### src/rtl/logic_accum_unit_if.sv
// logic_accum_unit_if
//   Bundles the beat input handshake and the result output handshake of
//   logic_accum_unit.
//   master : the environment. It drives beats and consumes results.
//   slave  : the unit itself.
//   Signals:
//     IN_VALID/IN_READY      beat handshake
//     I1, I2, OP, ACC, LAST  beat payload
//     OUT_VALID/OUT_READY    result handshake
//     O, PAR, BEATS, OVF     result payload
interface logic_accum_unit_if #(
  parameter int WIDTH     = 8,
  parameter int MAX_BEATS = 16
);
  localparam int CW = $clog2(MAX_BEATS + 1);

  logic             IN_VALID;
  logic             IN_READY;
  logic [WIDTH-1:0] I1;
  logic [WIDTH-1:0] I2;
  logic [1:0]       OP;
  logic             ACC;
  logic             LAST;
  logic             OUT_VALID;
  logic             OUT_READY;
  logic [WIDTH-1:0] O;
  logic             PAR;
  logic [CW-1:0]    BEATS;
  logic             OVF;

  modport master (
    output IN_VALID, I1, I2, OP, ACC, LAST, OUT_READY,
    input  IN_READY, OUT_VALID, O, PAR, BEATS, OVF
  );

  modport slave (
    input  IN_VALID, I1, I2, OP, ACC, LAST, OUT_READY,
    output IN_READY, OUT_VALID, O, PAR, BEATS, OVF
  );
endinterface

### src/rtl/logic_accum_unit.sv
// logic_accum_unit
//   Registered two-operand bitwise logic unit (AND/OR/XOR/XNOR). It can also
//   fold a burst of operand pairs into one result. A burst ends on LAST, or
//   it is forced to end after MAX_BEATS beats, and that forced end is flagged
//   on OVF.
//   Ports:
//     CLK  clock, rising edge
//     RST  asynchronous active-high reset
//     bus  logic_accum_unit_if.slave. It carries the beat handshake, the
//          operands, OP/ACC/LAST, the result handshake and O/PAR/BEATS/OVF.
module logic_accum_unit #(
  parameter int WIDTH     = 8,
  parameter int MAX_BEATS = 16
) (
  input logic                 CLK,
  input logic                 RST,
  logic_accum_unit_if.slave   bus
);
  localparam int CW = $clog2(MAX_BEATS + 1);

  typedef enum logic {IDLE, ACCUM} state_t;

  function automatic logic [WIDTH-1:0] apply_op(input logic [1:0]       op,
                                                input logic [WIDTH-1:0] a,
                                                input logic [WIDTH-1:0] b);
    logic [WIDTH-1:0] res;
    case (op)
      2'b00:   res = a & b;
      2'b01:   res = a | b;
      2'b10:   res = a ^ b;
      default: res = ~(a ^ b);
    endcase
    return res;
  endfunction

  state_t           state;
  logic [WIDTH-1:0] acc;
  logic [1:0]       op_lat;
  logic [CW-1:0]    cnt;

  logic [WIDTH-1:0] o_p1;
  logic             par_p1;
  logic [CW-1:0]    beats_p1;
  logic             ovf_p1;
  logic             vld_p1;

  logic             in_fire;
  logic             out_fire;
  logic [1:0]       beat_op;
  logic [WIDTH-1:0] r;
  logic [WIDTH-1:0] n;
  logic [CW-1:0]    cnt_nx;

  assign bus.IN_READY = !vld_p1 || bus.OUT_READY;
  assign in_fire      = bus.IN_VALID && bus.IN_READY;
  assign out_fire     = vld_p1 && bus.OUT_READY;

  // Inside a burst the operator latched on the first beat applies both to the
  // pair and to the fold, so a changing OP input cannot alter the burst.
  assign beat_op = (state == ACCUM) ? op_lat : bus.OP;
  assign r       = apply_op(beat_op, bus.I1, bus.I2);
  assign n       = apply_op(op_lat, acc, r);
  assign cnt_nx  = cnt + CW'(1);

  // ---- stage p1: result register and burst state ----
  always_ff @(posedge CLK or posedge RST) begin
    if (RST) begin
      state    <= IDLE;
      acc      <= '0;
      op_lat   <= 2'b00;
      cnt      <= '0;
      o_p1     <= '0;
      par_p1   <= 1'b0;
      beats_p1 <= '0;
      ovf_p1   <= 1'b0;
      vld_p1   <= 1'b0;
    end else begin
      // When a load happens in the same cycle as a drain, the load assignment
      // below takes precedence, so OUT_VALID stays high back-to-back.
      if (out_fire) begin
        vld_p1 <= 1'b0;
      end
      if (in_fire) begin
        case (state)
          IDLE: begin
            if (!bus.ACC || bus.LAST) begin
              o_p1     <= r;
              par_p1   <= ^r;
              beats_p1 <= CW'(1);
              ovf_p1   <= 1'b0;
              vld_p1   <= 1'b1;
            end else begin
              acc    <= r;
              op_lat <= bus.OP;
              cnt    <= CW'(1);
              state  <= ACCUM;
            end
          end
          default: begin
            acc <= n;
            cnt <= cnt_nx;
            if (bus.LAST || (cnt_nx == CW'(MAX_BEATS))) begin
              o_p1     <= n;
              par_p1   <= ^n;
              beats_p1 <= cnt_nx;
              ovf_p1   <= !bus.LAST;
              vld_p1   <= 1'b1;
              state    <= IDLE;
            end
          end
        endcase
      end
    end
  end

  assign bus.O         = o_p1;
  assign bus.PAR       = par_p1;
  assign bus.BEATS     = beats_p1;
  assign bus.OVF       = ovf_p1;
  assign bus.OUT_VALID = vld_p1;
endmodule

### src/flat_wrapper.sv
// flat-port wrapper written by rule: the top's interface ports become plain ports
module logic_accum_unit_flat 
#(
  parameter int WIDTH     = 8,
  parameter int MAX_BEATS = 16
)
  (CLK, RST, bus_IN_VALID, bus_I1, bus_I2, bus_OP, bus_ACC, bus_LAST, bus_OUT_READY, bus_IN_READY, bus_OUT_VALID, bus_O, bus_PAR, bus_BEATS, bus_OVF);
  logic_accum_unit_if #(.WIDTH(WIDTH), .MAX_BEATS(MAX_BEATS)) bus_i ();
  input logic CLK;
  input logic RST;
  input wire logic [$bits(bus_i.IN_VALID)-1:0] bus_IN_VALID;
  input wire logic [$bits(bus_i.I1)-1:0] bus_I1;
  input wire logic [$bits(bus_i.I2)-1:0] bus_I2;
  input wire logic [$bits(bus_i.OP)-1:0] bus_OP;
  input wire logic [$bits(bus_i.ACC)-1:0] bus_ACC;
  input wire logic [$bits(bus_i.LAST)-1:0] bus_LAST;
  input wire logic [$bits(bus_i.OUT_READY)-1:0] bus_OUT_READY;
  output wire logic [$bits(bus_i.IN_READY)-1:0] bus_IN_READY;
  output wire logic [$bits(bus_i.OUT_VALID)-1:0] bus_OUT_VALID;
  output wire logic [$bits(bus_i.O)-1:0] bus_O;
  output wire logic [$bits(bus_i.PAR)-1:0] bus_PAR;
  output wire logic [$bits(bus_i.BEATS)-1:0] bus_BEATS;
  output wire logic [$bits(bus_i.OVF)-1:0] bus_OVF;
  assign bus_i.IN_VALID = bus_IN_VALID;
  assign bus_i.I1 = bus_I1;
  assign bus_i.I2 = bus_I2;
  assign bus_i.OP = bus_OP;
  assign bus_i.ACC = bus_ACC;
  assign bus_i.LAST = bus_LAST;
  assign bus_i.OUT_READY = bus_OUT_READY;
  assign bus_IN_READY = bus_i.IN_READY;
  assign bus_OUT_VALID = bus_i.OUT_VALID;
  assign bus_O = bus_i.O;
  assign bus_PAR = bus_i.PAR;
  assign bus_BEATS = bus_i.BEATS;
  assign bus_OVF = bus_i.OVF;
  logic_accum_unit #(.WIDTH(WIDTH), .MAX_BEATS(MAX_BEATS)) u_core (.CLK(CLK), .RST(RST), .bus(bus_i));
endmodule
### config.mk
export PLATFORM = sky130hd
export DESIGN_NAME = logic_accum_unit_flat
export DESIGN_NICKNAME = d
export VERILOG_FILES = /design/src/rtl/logic_accum_unit_if.sv /design/src/rtl/logic_accum_unit.sv /design/src/flat_wrapper.sv
export SDC_FILE = /design/constraint.sdc
export NUM_CORES = 1
export LEC_CHECK = 0
export ABC_AREA = 1
export CAP_MARGIN = 10
export CORE_MARGIN = 4
export CORE_UTILIZATION = 60
export DETAILED_ROUTE_END_ITERATION = 10
export DONT_BUFFER_PORTS = 1
export GPL_TIMING_DRIVEN = 0
export HOLD_SLACK_MARGIN = 0.12
export PLACE_DENSITY = 0.76
export SLEW_MARGIN = 30
export SYNTH_ARGS = -nofsm -noshare
export SYNTH_HDL_FRONTEND = slang
export SYNTH_SLANG_ARGS = --single-unit
### constraint.sdc
create_clock -name CLK -period 3.7 [get_ports CLK]
set_clock_uncertainty 0.2 [all_clocks]
set_input_delay 0 -clock CLK [delete_from_list [all_inputs] [get_ports CLK]]
set_output_delay 0 -clock CLK [all_outputs]
set_load 0.02 [all_outputs]
[Word level (Yosys, flattened, before mapping)]
Cells that the tools add are included.
Storage, ports and cells
  register bits after elaboration: 32
  latch bits: 0
  RAM bits: 0
  ROM bits: 0
  bits of input ports: 24
  memories kept: 0
Cells by class
  $add $sub $neg: 1
  $mul: 0
  div/mod/pow operators: 0
  order comparisons: 0
  equal/unequal tests: 7
  shifts and indexed selects: 0
  multiplexer cells: 27
  bitwise gates (word level): 10
  reductions and logical operators: 16
Operators by type and width (count)
  8-bit one-hot mux with 3 select lines: 2
  8-bit 2-to-1 mux: 5
  5-bit 2-to-1 mux: 5
  8-bit AND: 2
  8-bit NOT: 2
  8-bit OR: 2
  8-bit XOR reduction: 2
  8-bit XOR: 2
  1-bit 2-to-1 mux: 14
  3-bit AND reduction: 2
  5-bit by 1-bit adder with 5-bit output, second input constant: 1
  5-bit equality test, second input constant: 1
  2-bit by 1-bit equality test with 1-bit output, second input constant: 2
  2-bit equality test, second input constant: 2
  2-bit zero test: 2
  1-bit zero test: 3
  1-bit logical OR: 3
  1-bit logical AND: 2
  2-bit 2-to-1 mux: 1
  2-bit by 1-bit inequality test with 1-bit output, second input constant: 1
  2-bit inequality test, second input constant: 1
  1-bit NOT: 2
  2-bit AND reduction: 1
  2-bit nonzero test: 1

[Depth between registers and ports, before layout]
Gate-level depths: netlist of run 1.
  word-level depth: 9
  gate-level depth with buffers: 21

[Worst setup path after synthesis of run 1]
Ideal clock, no wire load.
  path type: reg-to-reg
  from: reg u_core.state
  to: reg u_core.par_p1 (netlist: u_core.bus.PAR)
  arrival: 2.335 ns
  data required time: 3.427 ns
  slack: 1.092 ns
  cell stages (with the launch flop): 21
  period minus slack after synthesis: 2.608 ns
  cells stage by stage: dfrtp_1 -> buf_6 -> nand2_4 -> nand2_4 -> buf_6 -> nand3_1 -> nand2_1 -> nor2_2 -> nand2_2 -> ha_1 -> a221oi_1 -> nand2_1 -> nand2_1 -> nand2_1 -> nand2_1 -> inv_1 -> nand2_1 -> nand2_1 -> nand2_1 -> nand3_1 -> a21oi_2
Between the ends
  word-level cells in the longest chain between the ends: 9
  elaborated cells between the ends (all ways): 18
  those cells by class: eq/ne (3); mux (6); bitwise (4); reduce/logical (5)
RTL lines
  start, declared: line logic_accum_unit.sv:36  | state_t state;
  start signal, assigned: line logic_accum_unit.sv:68  | state <= IDLE;
  start signal, assigned: line logic_accum_unit.sv:96  | state <= ACCUM;
  start signal, assigned: line logic_accum_unit.sv:108  | state <= IDLE;
  2-bit 2-to-1 mux: line logic_accum_unit.sv:60  | assign beat_op = (state == ACCUM) ? op_lat : bus.OP;
  2-bit equality test (tied with other cells): line logic_accum_unit.sv:27  | case (op)
  8-bit one-hot mux with 3 select lines: line logic_accum_unit.sv:27
  8-bit XOR: line logic_accum_unit.sv:30, logic_accum_unit.sv:31
  8-bit NOT: line logic_accum_unit.sv:31  | default: res = ~(a ^ b);
  8-bit one-hot mux with 3 select lines: line logic_accum_unit.sv:27
  8-bit XOR reduction: line logic_accum_unit.sv:104  | par_p1 <= ^n;
  1-bit 2-to-1 mux: line logic_accum_unit.sv:102  | if (bus.LAST || (cnt_nx == CW'(MAX_BEATS))) begin
  1-bit 2-to-1 mux: line logic_accum_unit.sv:84  | case (state)
  end signal, assigned: line logic_accum_unit.sv:88  | par_p1 <= ^r;
  end signal, assigned: line logic_accum_unit.sv:104
  end, declared: line logic_accum_unit.sv:42  | logic par_p1;
Several ways; a longest one is shown, not always the timed one. The select of a mux whose other input is x is not followed.
A chain may end at the register's enable or synchronous reset.

[Worst setup path in the final report of run 1]
  from: reg u_core.op_lat[0]
  to: reg u_core.par_p1 (netlist: u_core.bus.PAR)
Between the ends
  word-level cells in the longest chain between the ends: 9
  elaborated cells between the ends (all ways): 18
  those cells by class: eq/ne (4); mux (6); bitwise (4); reduce/logical (4)
RTL lines
  start, declared: line logic_accum_unit.sv:38  | logic [1:0] op_lat;
  start signal, assigned: line logic_accum_unit.sv:94  | op_lat <= bus.OP;
  2-bit 2-to-1 mux: line logic_accum_unit.sv:60
  2-bit equality test (tied with other cells): line logic_accum_unit.sv:27
  8-bit one-hot mux with 3 select lines: line logic_accum_unit.sv:27
  8-bit XOR: line logic_accum_unit.sv:30, logic_accum_unit.sv:31
  8-bit NOT: line logic_accum_unit.sv:31
  8-bit one-hot mux with 3 select lines: line logic_accum_unit.sv:27
  8-bit XOR reduction: line logic_accum_unit.sv:104
  1-bit 2-to-1 mux: line logic_accum_unit.sv:102
  1-bit 2-to-1 mux *: line logic_accum_unit.sv:84
Mark *: on every way between the ends. The rest lies on a longest branch, timed or not. The select of a mux whose other input is x is not followed.

==> flow_summary.ini, run 1 <==
[status]
outcome = completed

[global_route]
grt_pass1_wl_um = 11500
grt_max_degree = 33
gr-usage-all-layers_pct = 24.4
overflow = 0
antenna_found_initial = 0
grt_pass1_vias = 2618

[placement]
routabilityCongestion = 0.890
pre_cts_ws_ps = 757
portBuffers = 0
dp.final_hpwl_um = 4920

[clocking]
cts_tree = done
clkTransAtPathRegs_ps = 70
ctsResizeCount = 0
cts_made_buffers = 5
htreeDepth = 2
clockBufferDepth = 2
cts_sinks = 32
cts-root-buf = clkbuf_8
worstSkewPairLatency_ps = 290

[pwr]
p_total_mw = 2.65
p_per_area_nw_per_um2 = 861
cellLeakagePower_nw = 1.75
peakVddDrop_mv = 0.553

[finish]
area_delta_synth_final_pct = 11.3
drive_above_1_share_pct = 10.8
post-route-util_pct = 69.8
final_nets = 475
final_cell_mix = 153 x nand2_1, 56 x inv_1, 32 x dfrtp_1, 26 x ha_1, 25 x nand3_1
mostFrequentLayoutCell = nand2_1
diodes = 0

[die]
die_h_um = 75.9
chipWidth_um = 75.9
die_area_sq_um = 5760
rows = 24
start_util_pct = 62.7
pin_count = 41
coreArea_sq_um = 4410

[route]
viasPerCell = 5.49
first_iter_violations = 162
dr.pass1.iters = 4
finalWirelength_um = 6590
drc = 0
wl_per_cell_um = 13.8
vias = 2623
drtAntennaViolNets = 0

[setup_path]
crit_fanout = 10
r2r_end = u_core.bus.PAR
cp_slowest_cell = dfrtp_1
r2r-start = u_core.op_lat[0]
critical_path.most_common_cell = nand2_1
endpoint_kind = register
max_stage_delay_ps = 380
worst_r2r_path_depth = 19
crit_type = register to register
startpoint_type = register
crit_arrival_ps = 3000
path_cells = buf_2, nand2_1, nand2_1, nand2_2, nor2_1, nor2_1, nand2_2, ha_1, a221oi_1, nand2_1, nand2_1, inv_1, nand2_1, nand2_1, nand2_1, nand2_1, nand2_1, nand3_1, a21oi_2
rrSetupSlack_ps = 720
cp.required_ps = 3720

[sta]
maxSlewHeadroom_pct = 50.4
worst_pin_slew_ps = 744
setup_violations = 0
finalWorstPathRequiredPeriod_ps = 2980
fin_tns_setup_ps = 0
drv_slew = 0
rsz0062_at_grt = false
setup_slack_ps = 718
fmax_ghz = 0.335
hold_viol_final = 0
fin_crit_sh_pct = 80.6
fin_hold_ws_ps = 191

[logic_synthesis]
yosysUniqueCellTypes = 31
synth-compound-area-share_pct = 10.5
syn-cell-area_sq_um = 2770
synthesis.nets = 455
synth-seq-cells = 32
syn_inst = 405
synth_top_area_share_pct = 28.9
syn-mean-instance-area_sq_um = 6.83
synth_top_family_by_area = simple AND/OR/NAND/NOR gates
synth_top_area_cell = dfrtp_1
yosysSeqAreaShare_pct = 28.9
synthXorXnorAreaFrac_pct = 4.57
synth_adder_area_share_pct = 11.8
ys_warn_count = 0
ys_top_cells_by_area = dfrtp_1 29%, nand2_1 21%, ha_1 12%, inv_1 7.7%, nand3_1 4.5%
muxShareOfSynthArea_pct = 0
synthSimpleGateAreaFrac_pct = 34.3

[hold_path]
hold_depth = 2
min_from = bus_LAST
hp-class = input pin to register
hold_path_end = u_core.bus.OVF

[run]
drv_cap = 0
state kept, by name, indices dropped and copies added, names as in the netlist:
name                  cells
u_core.acc                8
u_core.bus.O              8
u_core.bus.BEATS          5
u_core.cnt                5
u_core.op_lat             2
u_core.bus.OUT_VALID      1
u_core.bus.OVF            1
u_core.bus.PAR            1
u_core.state              1
power by group:
group | internal [mW] | leakage (nW) | switching, mW
clock network | 0.200 | 0.0552 | 0.134
registers | 0.485 | 0.407 | 0.180
logic | 0.615 | 1.28 | 1.04
total | 1.30 | 1.75 | 1.35
kinds of logic (layout without fill, tap and decap cells):
logic type	Yosys count	after routing
buffers and inverters	68	89
AND/OR/NAND/NOR	221	221
AO/OA/AOI/OAI	47	47
adder cells (fa/ha/maj)	26	26
flip-flops	32	32
XOR/XNOR	11	11
metal layers:
metal / wire (um) / vias up / global-route usage (%) / part of all wire [%]
met5: 0 / - / 0 / 0
met4: 172 / 0 / 10.7 / 2.6
met3: 315 / 21 / 4.62 / 4.8
met2: 3170 / 71 / 40.2 / 48
met1: 2930 / 1221 / 30.7 / 44
li1: - / 1310 / - / -
how the worst max path moves through the flow:
stage | cells after the start | endpoint | from
3_3_place_gp | 19 | u_core.bus.PAR | u_core.op_lat[0]
6_report | 19 | u_core.bus.PAR | u_core.op_lat[0]
2_1_floorplan | 20 | u_core.bus.PAR | u_core.state
5_1_grt | 19 | u_core.bus.PAR | u_core.state
3_5_place_dp | 19 | u_core.bus.PAR | u_core.op_lat[0]
4_1_cts | 19 | u_core.bus.PAR | u_core.op_lat[0]
stage by stage:
stage | area (sq um) | instances
2_1_floorplan | 2770 | 405
3_3_place_gp | 2830 | 457
3_5_place_dp | 2830 | 457
4_1_cts | 3080 | 478
5_1_grt | 3080 | 478
6_report | 3080 | 478
worst max-delay path: cells and delay by family (launching register included):
kind / cells / cell delay, ps
simple gates: 14 / 1380
flops: 1 / 380
fa+ha+maj: 1 / 310
buf+inv: 2 / 260
compound gates: 2 / 390
layout make-up:
| type | instances | area [sq um] |
|---|---|---|
| plain buffers | 9 | 53.8 |
| flip-flops and latches | 32 | 801 |
| well taps | 52 | 65.1 |
| inverters | 59 | 221 |
| multi-input cells | 305 | 1690 |
| repair buffers | 13 | 140 |
| clock buffers | 6 | 72.6 |
| clock inverters | 2 | 35.0 |
| fillers | 402 | 1330 |
what timing repair did:
item | in CTS | in global routing
hold endpoints to repair | 49 | 0
hold buffers | 13 | 0
buffers inserted | 0 | 0
synthesized netlist by cell type:
cell and instances:
nand2_1 153, inv_1 57, dfrtp_1 32, ha_1 26, nand3_1 25, o21ai_0 22
nor2_1 18, nand2_2 12, a221oi_1 8, a21oi_1 6, nor2_2 6, buf_2 4
xnor2_1 4, clkbuf_1 3, nand2_4 3, o31ai_1 3, xnor2_2 3, xor2_1 3
a21boi_1 2, buf_6 2, inv_2 2, o21ai_1 2, a21boi_0 1, a21oi_2 1
a2bb2oi_1 1, nand3_2 1, nand3b_1 1, nor2_4 1, o311ai_1 1, or2_2 1
xor2_2 1
Power figures use the tool's default switching activity.
==> run 2, diff against run 1 <==
--- a/config.mk
+++ b/config.mk
@@ -5,7 +5,7 @@
 export SDC_FILE = /design/constraint.sdc
 export NUM_CORES = 1
 export LEC_CHECK = 0
-export ABC_AREA = 1
+export ABC_AREA = 0
 export CAP_MARGIN = 10
 export CORE_MARGIN = 4
 export CORE_UTILIZATION = 60
==> constraint.sdc (replaced) <==
create_clock -name CLK -period 3 [get_ports CLK]
set_clock_uncertainty 0.2 [all_clocks]
set_input_delay 0 -clock CLK [delete_from_list [all_inputs] [get_ports CLK]]
set_output_delay 0 -clock CLK [all_outputs]
set_load 0.02 [all_outputs]
==> flow_summary.ini, run 2 <==
[finish]
instances_no_fill = 396
diodes = 0
design_area_sq_um = 3360
n_fill_cell = 314
final_cell_mix = 32 x dfrtp_1, 27 x nand2_1, 26 x o21ai_1, 26 x ha_1, 25 x inv_1
drive_above_1_share_pct = 20.1
mostFrequentLayoutCell = dfrtp_1
area_delta_synth_final_pct = 21.2
final_nets = 393

[logic_synthesis]
synth_top_area_cell = dfrtp_1
syn-mean-instance-area_sq_um = 8.79
yosysUniqueCellTypes = 37
syn_inst = 315
syn-cell-area_sq_um = 2770
synth_top_area_share_pct = 28.9
synthTopCellsByCount = 32 x dfrtp_1, 27 x nand2_1, 26 x ha_1, 26 x inv_1, 24 x xnor2_1
ys.flop_type = dfrtp_1
synth-seq-cells = 32
synthesis.nets = 365
post-synth-top-count-cell = dfrtp_1
yosysSeqAreaShare_pct = 28.9
ys_top_cells_by_area = dfrtp_1 29%, ha_1 12%, xnor2_1 7.6%, mux2i_1 6.1%, xor2_1 5.4%
synth_edf_count = 0
synthArstFlopShare_pct = 100
ys_warn_count = 0

[global_route]
grt_pass1_vias = 2224
grt_pass1_wl_um = 10500
overflow = 0
gr-usage-all-layers_pct = 21.8
grt_max_degree = 33
antenna_found_initial = 0

[pwr]
cellLeakagePower_nw = 1.51
p_per_area_nw_per_um2 = 1010
p_total_mw = 3.40
peakVddDrop_mv = 0.708

[setup_path]
cp.required_ps = 2960
crit_type = register to register
startpoint_type = register
crit_fanout = 10
r2r-start = u_core.op_lat[1]
crit_arrival_ps = 3200
crit_start = u_core.op_lat[1]
endpoint_kind = register

[route]
drtAntennaViolNets = 0
first_iter_violations = 213
finalWirelength_um = 6620
viasPerCell = 5.98
dr.pass1.iters = 5
wl_per_cell_um = 16.7
vias = 2367
drc = 0

[hold_path]
hp-class = input pin to register
min_from = bus_I1[2]

[run]
drv_cap = 0

[sta]
finalWorstPathRequiredPeriod_ps = 3250
fin_hold_ws_ps = 205
setup_slack_ps = -246
worst_pin_slew_ps = 749
hold_viol_final = 0
fin_crit_sh_pct = 108
rsz0062_at_grt = true
maxSlewHeadroom_pct = 50.1
setup_violations = 1
drv_slew = 0
fmax_ghz = 0.308

[die]
die_area_sq_um = 5770
coreArea_sq_um = 4410
pin_count = 41
start_util_pct = 62.7
die_h_um = 75.9
rows = 24
chipWidth_um = 75.9

[placement]
dp.final_hpwl_um = 4550
routabilityCongestion = 0.858
placed_cells = 367
place_area_sq_um = 2880
portBuffers = 0

[clocking]
cts_made_buffers = 5
cts_sinks = 32
clkTransAtPathRegs_ps = 60
cts_tree = done
worstSkewPairLatency_ps = 280
cts-root-buf = clkbuf_8
htreeDepth = 2
clockBufferDepth = 2

[status]
violations = setup timing
outcome = complete, but fails checks
-- run 2: cell types whose count changed in the layout (fill, tap and decap cells not counted), sizes merged, moves of 13 or more --
cell   before  now
nand2     168   27
mux2i       0   18
nor3        0   16
nand3      26   10
xnor2       7   24
buf         7   21
xor2        4   17
inv        59   26
-- run 2: timing repair --
action / CTS / global route
gates resized for setup: 25 / 4
gates cloned: 0 / 1
endpoints found under the hold margin: 45 / 0
setup buffers: 3 / 7
pin swaps: 3 / 6
hold buffers: 10 / 0
endpoints found under the setup margin: 17 / 1
-- run 2: final timing paths --
kind	to	slack, ps	cells past startpoint
setup / recovery	u_core.bus.PAR	-250	14
hold / removal	u_core.acc[2]	210	5
setup reg to reg	u_core.bus.PAR	-250	14
hold reg to reg	u_core.cnt[4]	340	1
max in group asynchronous	u_core.bus.OVF	1880	4
min in group asynchronous	u_core.bus.BEATS[3]	550	4
-- run 2: layer usage --
layer | GRT usage [%] | wire length [um] | vias up
met5 | 0 | 0 | -
met4 | 4.98 | 93 | 0
met3 | 4.27 | 427 | 13
met2 | 34.7 | 3180 | 75
met1 | 30.7 | 2920 | 1155
li1 | - | - | 1124
-- run 2: kinds of logic (layout without fill, tap and decap cells) --
logic type                 after synthesis  count (layout)  synth area share, %
xor gates and xnor gates                41              41                 13.0
adders and majority gates               26              26                 11.7
AOI/OAI and AO/OA                       63              63                 14.9
muxes                                   28              28                 11.0
buffers and inverters                   45              74                 7.00
and+or+nand+nor                         80              80                 13.4
DFF                                     32              32                 28.9
-- run 2: power by group --
group,total [mW],switching [mW],internal (mW)
combinational,2.17,1.11,1.06
clock,0.338,0.151,0.187
sequential,0.891,0.283,0.608
-- run 2: layout make-up --
class | instances | area, sq um | area share, %
buffer | 19 | 141 | 4.21
clock buffer | 8 | 90.1 | 2.68
inverter | 26 | 97.6 | 2.91
multi-input combinational | 238 | 1900 | 56.6
sequential | 32 | 801 | 23.9
tap | 52 | 65.1 | 1.94
timing repair buffer | 21 | 260 | 7.76
-- run 2: metrics by stage --
step,worst slack (ps),util [%],setup TNS (ps)
detailed placement,-413,65.2,-1060
CTS,-107,73.2,-107
global route,-337,76.0,-337
global placement,-367,65.2,-455
finish,-246,76.0,-246
floorplan,-38.4,-,-38.4
-- run 2: critical path: stages, from the launching register on --
cell and delay, ps:
dfrtp_1 390, buf_2 210, clkbuf_8 200, a21oi_4 250, buf_8 170, nor2_1 60
a21oi_2 140, ha_1 280, mux2_2 280, o21ai_1 180, a211oi_2 80, xnor2_1 240
xnor2_1 170, xnor2_1 160, o221ai_2 110
==> run 3, diff against run 2 <==
--- a/config.mk
+++ b/config.mk
@@ -7,14 +7,15 @@
 export LEC_CHECK = 0
 export ABC_AREA = 0
 export CAP_MARGIN = 10
-export CORE_MARGIN = 4
+export CORE_MARGIN = 5
 export CORE_UTILIZATION = 60
 export DETAILED_ROUTE_END_ITERATION = 10
 export DONT_BUFFER_PORTS = 1
 export GPL_TIMING_DRIVEN = 0
 export HOLD_SLACK_MARGIN = 0.12
 export PLACE_DENSITY = 0.76
-export SLEW_MARGIN = 30
+export SKIP_LAST_GASP = 1
+export SLEW_MARGIN = 25
 export SYNTH_ARGS = -nofsm -noshare
 export SYNTH_HDL_FRONTEND = slang
 export SYNTH_SLANG_ARGS = --single-unit
==> flow_summary.ini, run 3 (same netlist as run 2, synthesis figures left out) <==
[setup_path]
endpoint_kind = register
rrSetupSlack_ps = -180
crit_buf_inv = 4
cpLargestDelayFamily = XOR/XNOR gates
path_cells = buf_6, mux2i_4, buf_12, buf_12, buf_6, xnor2_1, nor2_1, a21oi_2, ha_1, mux2_4, o21ai_2, a211oi_2, xor2_1, xnor2_1, xnor2_1, o221ai_2
crit_type = register to register
cp.required_ps = 2950
critical_path.most_common_cell = xnor2_1
startpoint_type = register
cp_slowest_cell = dfrtp_1
crit_arrival_ps = 3130
crit_fanout = 6
max_stage_delay_ps = 380

[placement]
place_area_sq_um = 2880
placed_cells = 367
routabilityCongestion = 0.825
portBuffers = 0
pre_cts_ws_ps = -389
dp.final_hpwl_um = 4560

[finish]
final_nets = 396
n_fill_cell = 312
multi_input_area_sq_um = 1920
post-route-util_pct = 76.3
design_area_sq_um = 3370
mostFrequentLayoutCell = dfrtp_1
instances_no_fill = 398
drive_above_1_share_pct = 21.4
seqCellArea_sq_um = 801
final_cell_mix = 32 x dfrtp_1, 27 x nand2_1, 27 x o21ai_1, 26 x ha_1, 25 x inv_1
area_delta_synth_final_pct = 21.6
diodes = 0

[global_route]
grt_pass1_wl_um = 10600
gr-usage-all-layers_pct = 21.0
overflow = 0
antenna_found_initial = 0
grt_max_degree = 33
grt_pass1_vias = 2269

[sta]
fin_crit_sh_pct = 106
setup_slack_ps = -179
fin_hold_ws_ps = 206
maxSlewHeadroom_pct = 53.8
worst_pin_slew_ps = 693
hold_viol_final = 0
setup_violations = 1
fmax_ghz = 0.315
fin_tns_setup_ps = -179
drv_slew = 0
finalWorstPathRequiredPeriod_ps = 3180
rsz0062_at_grt = true

[status]
outcome = complete, but fails checks
violations = setup timing

[route]
vias = 2282
viasPerCell = 5.73
finalWirelength_um = 6400
wl_per_cell_um = 16.1
first_iter_violations = 143
drc = 0
dr.pass1.iters = 4
drtAntennaViolNets = 0

[hold_path]
hp-class = input pin to register

[die]
coreArea_sq_um = 4410
chipWidth_um = 77.9
pin_count = 41
start_util_pct = 62.7
die_h_um = 77.9
die_area_sq_um = 6070
rows = 24

[clocking]
cts_sinks = 32
worstSkewPairLatency_ps = 280
htreeDepth = 2
cts_tree = done
cts-root-buf = clkbuf_8
clkTransAtPathRegs_ps = 60
clockBufferDepth = 2
cts_made_buffers = 5

[run]
drv_cap = 0

[pwr]
p_total_mw = 3.38
p_per_area_nw_per_um2 = 1000
peakVddDrop_mv = 0.810
cellLeakagePower_nw = 1.52
## run 3: cell types whose count changed in the layout (fill, tap and decap cells not counted), sizes merged
cell,change
buf,+3
clkbuf,-1
## run 3: power by group
group | total (mW) | internal [mW] | switching (mW)
Clock | 0.352 | 0.204 | 0.148
Sequential | 0.889 | 0.608 | 0.282
Combinational | 2.14 | 1.05 | 1.09
Total | 3.38 | 1.87 | 1.52
## run 3: layout make-up
type,instances,share of cell area (%)
inverter,26,2.90
clock buffer,7,2.86
multi-input combinational,238,56.9
timing repair buffer,24,7.62
tap,52,1.93
buffer,19,4.05
sequential,32,23.8
## run 3: path summary, 6_finish.rpt
path | start | endpoint | cells past startpoint
worst min-delay path | bus_LAST | u_core.bus.OVF | 2
max in group asynchronous | RST | u_core.acc[5] | 4
min in group asynchronous | RST | u_core.bus.OUT_VALID | 4
worst max register to register | u_core.state | u_core.bus.PAR | 16
worst min register to register | u_core.cnt[3] | u_core.cnt[3] | 1
worst max-delay path | u_core.state | u_core.bus.PAR | 16
## run 3: layer usage
layer	track usage, %	wire (um)	part of all wire (%)	up-vias
met5	0	0	0	-
met3	5.44	289	4.5	7
li1	-	-	-	1139
met4	4.05	52	0.81	0
met1	29.2	2990	47	1087
met2	33.4	3080	48	49
## run 3: worst register-to-register path, cell delays in order (launching register included)
cell and delay, ps:
dfrtp_1 380, buf_6 130, mux2i_4 180, buf_12 150
buf_12 140, buf_6 130, xnor2_1 120, nor2_1 130
a21oi_2 60, ha_1 310, mux2_4 270, o21ai_2 120
a211oi_2 60, xor2_1 190, xnor2_1 160, xnor2_1 220
o221ai_2 110
## run 3: timing repair
item                                   in CTS  in global routing
hold buffers                               10                  0
setup endpoints to repair                  16                  9
setup buffers                               4                 10
resized for setup                          23                 11
endpoints found under the hold margin      47                  0
gates cloned                                0                  0
pin swaps                                   3                  7
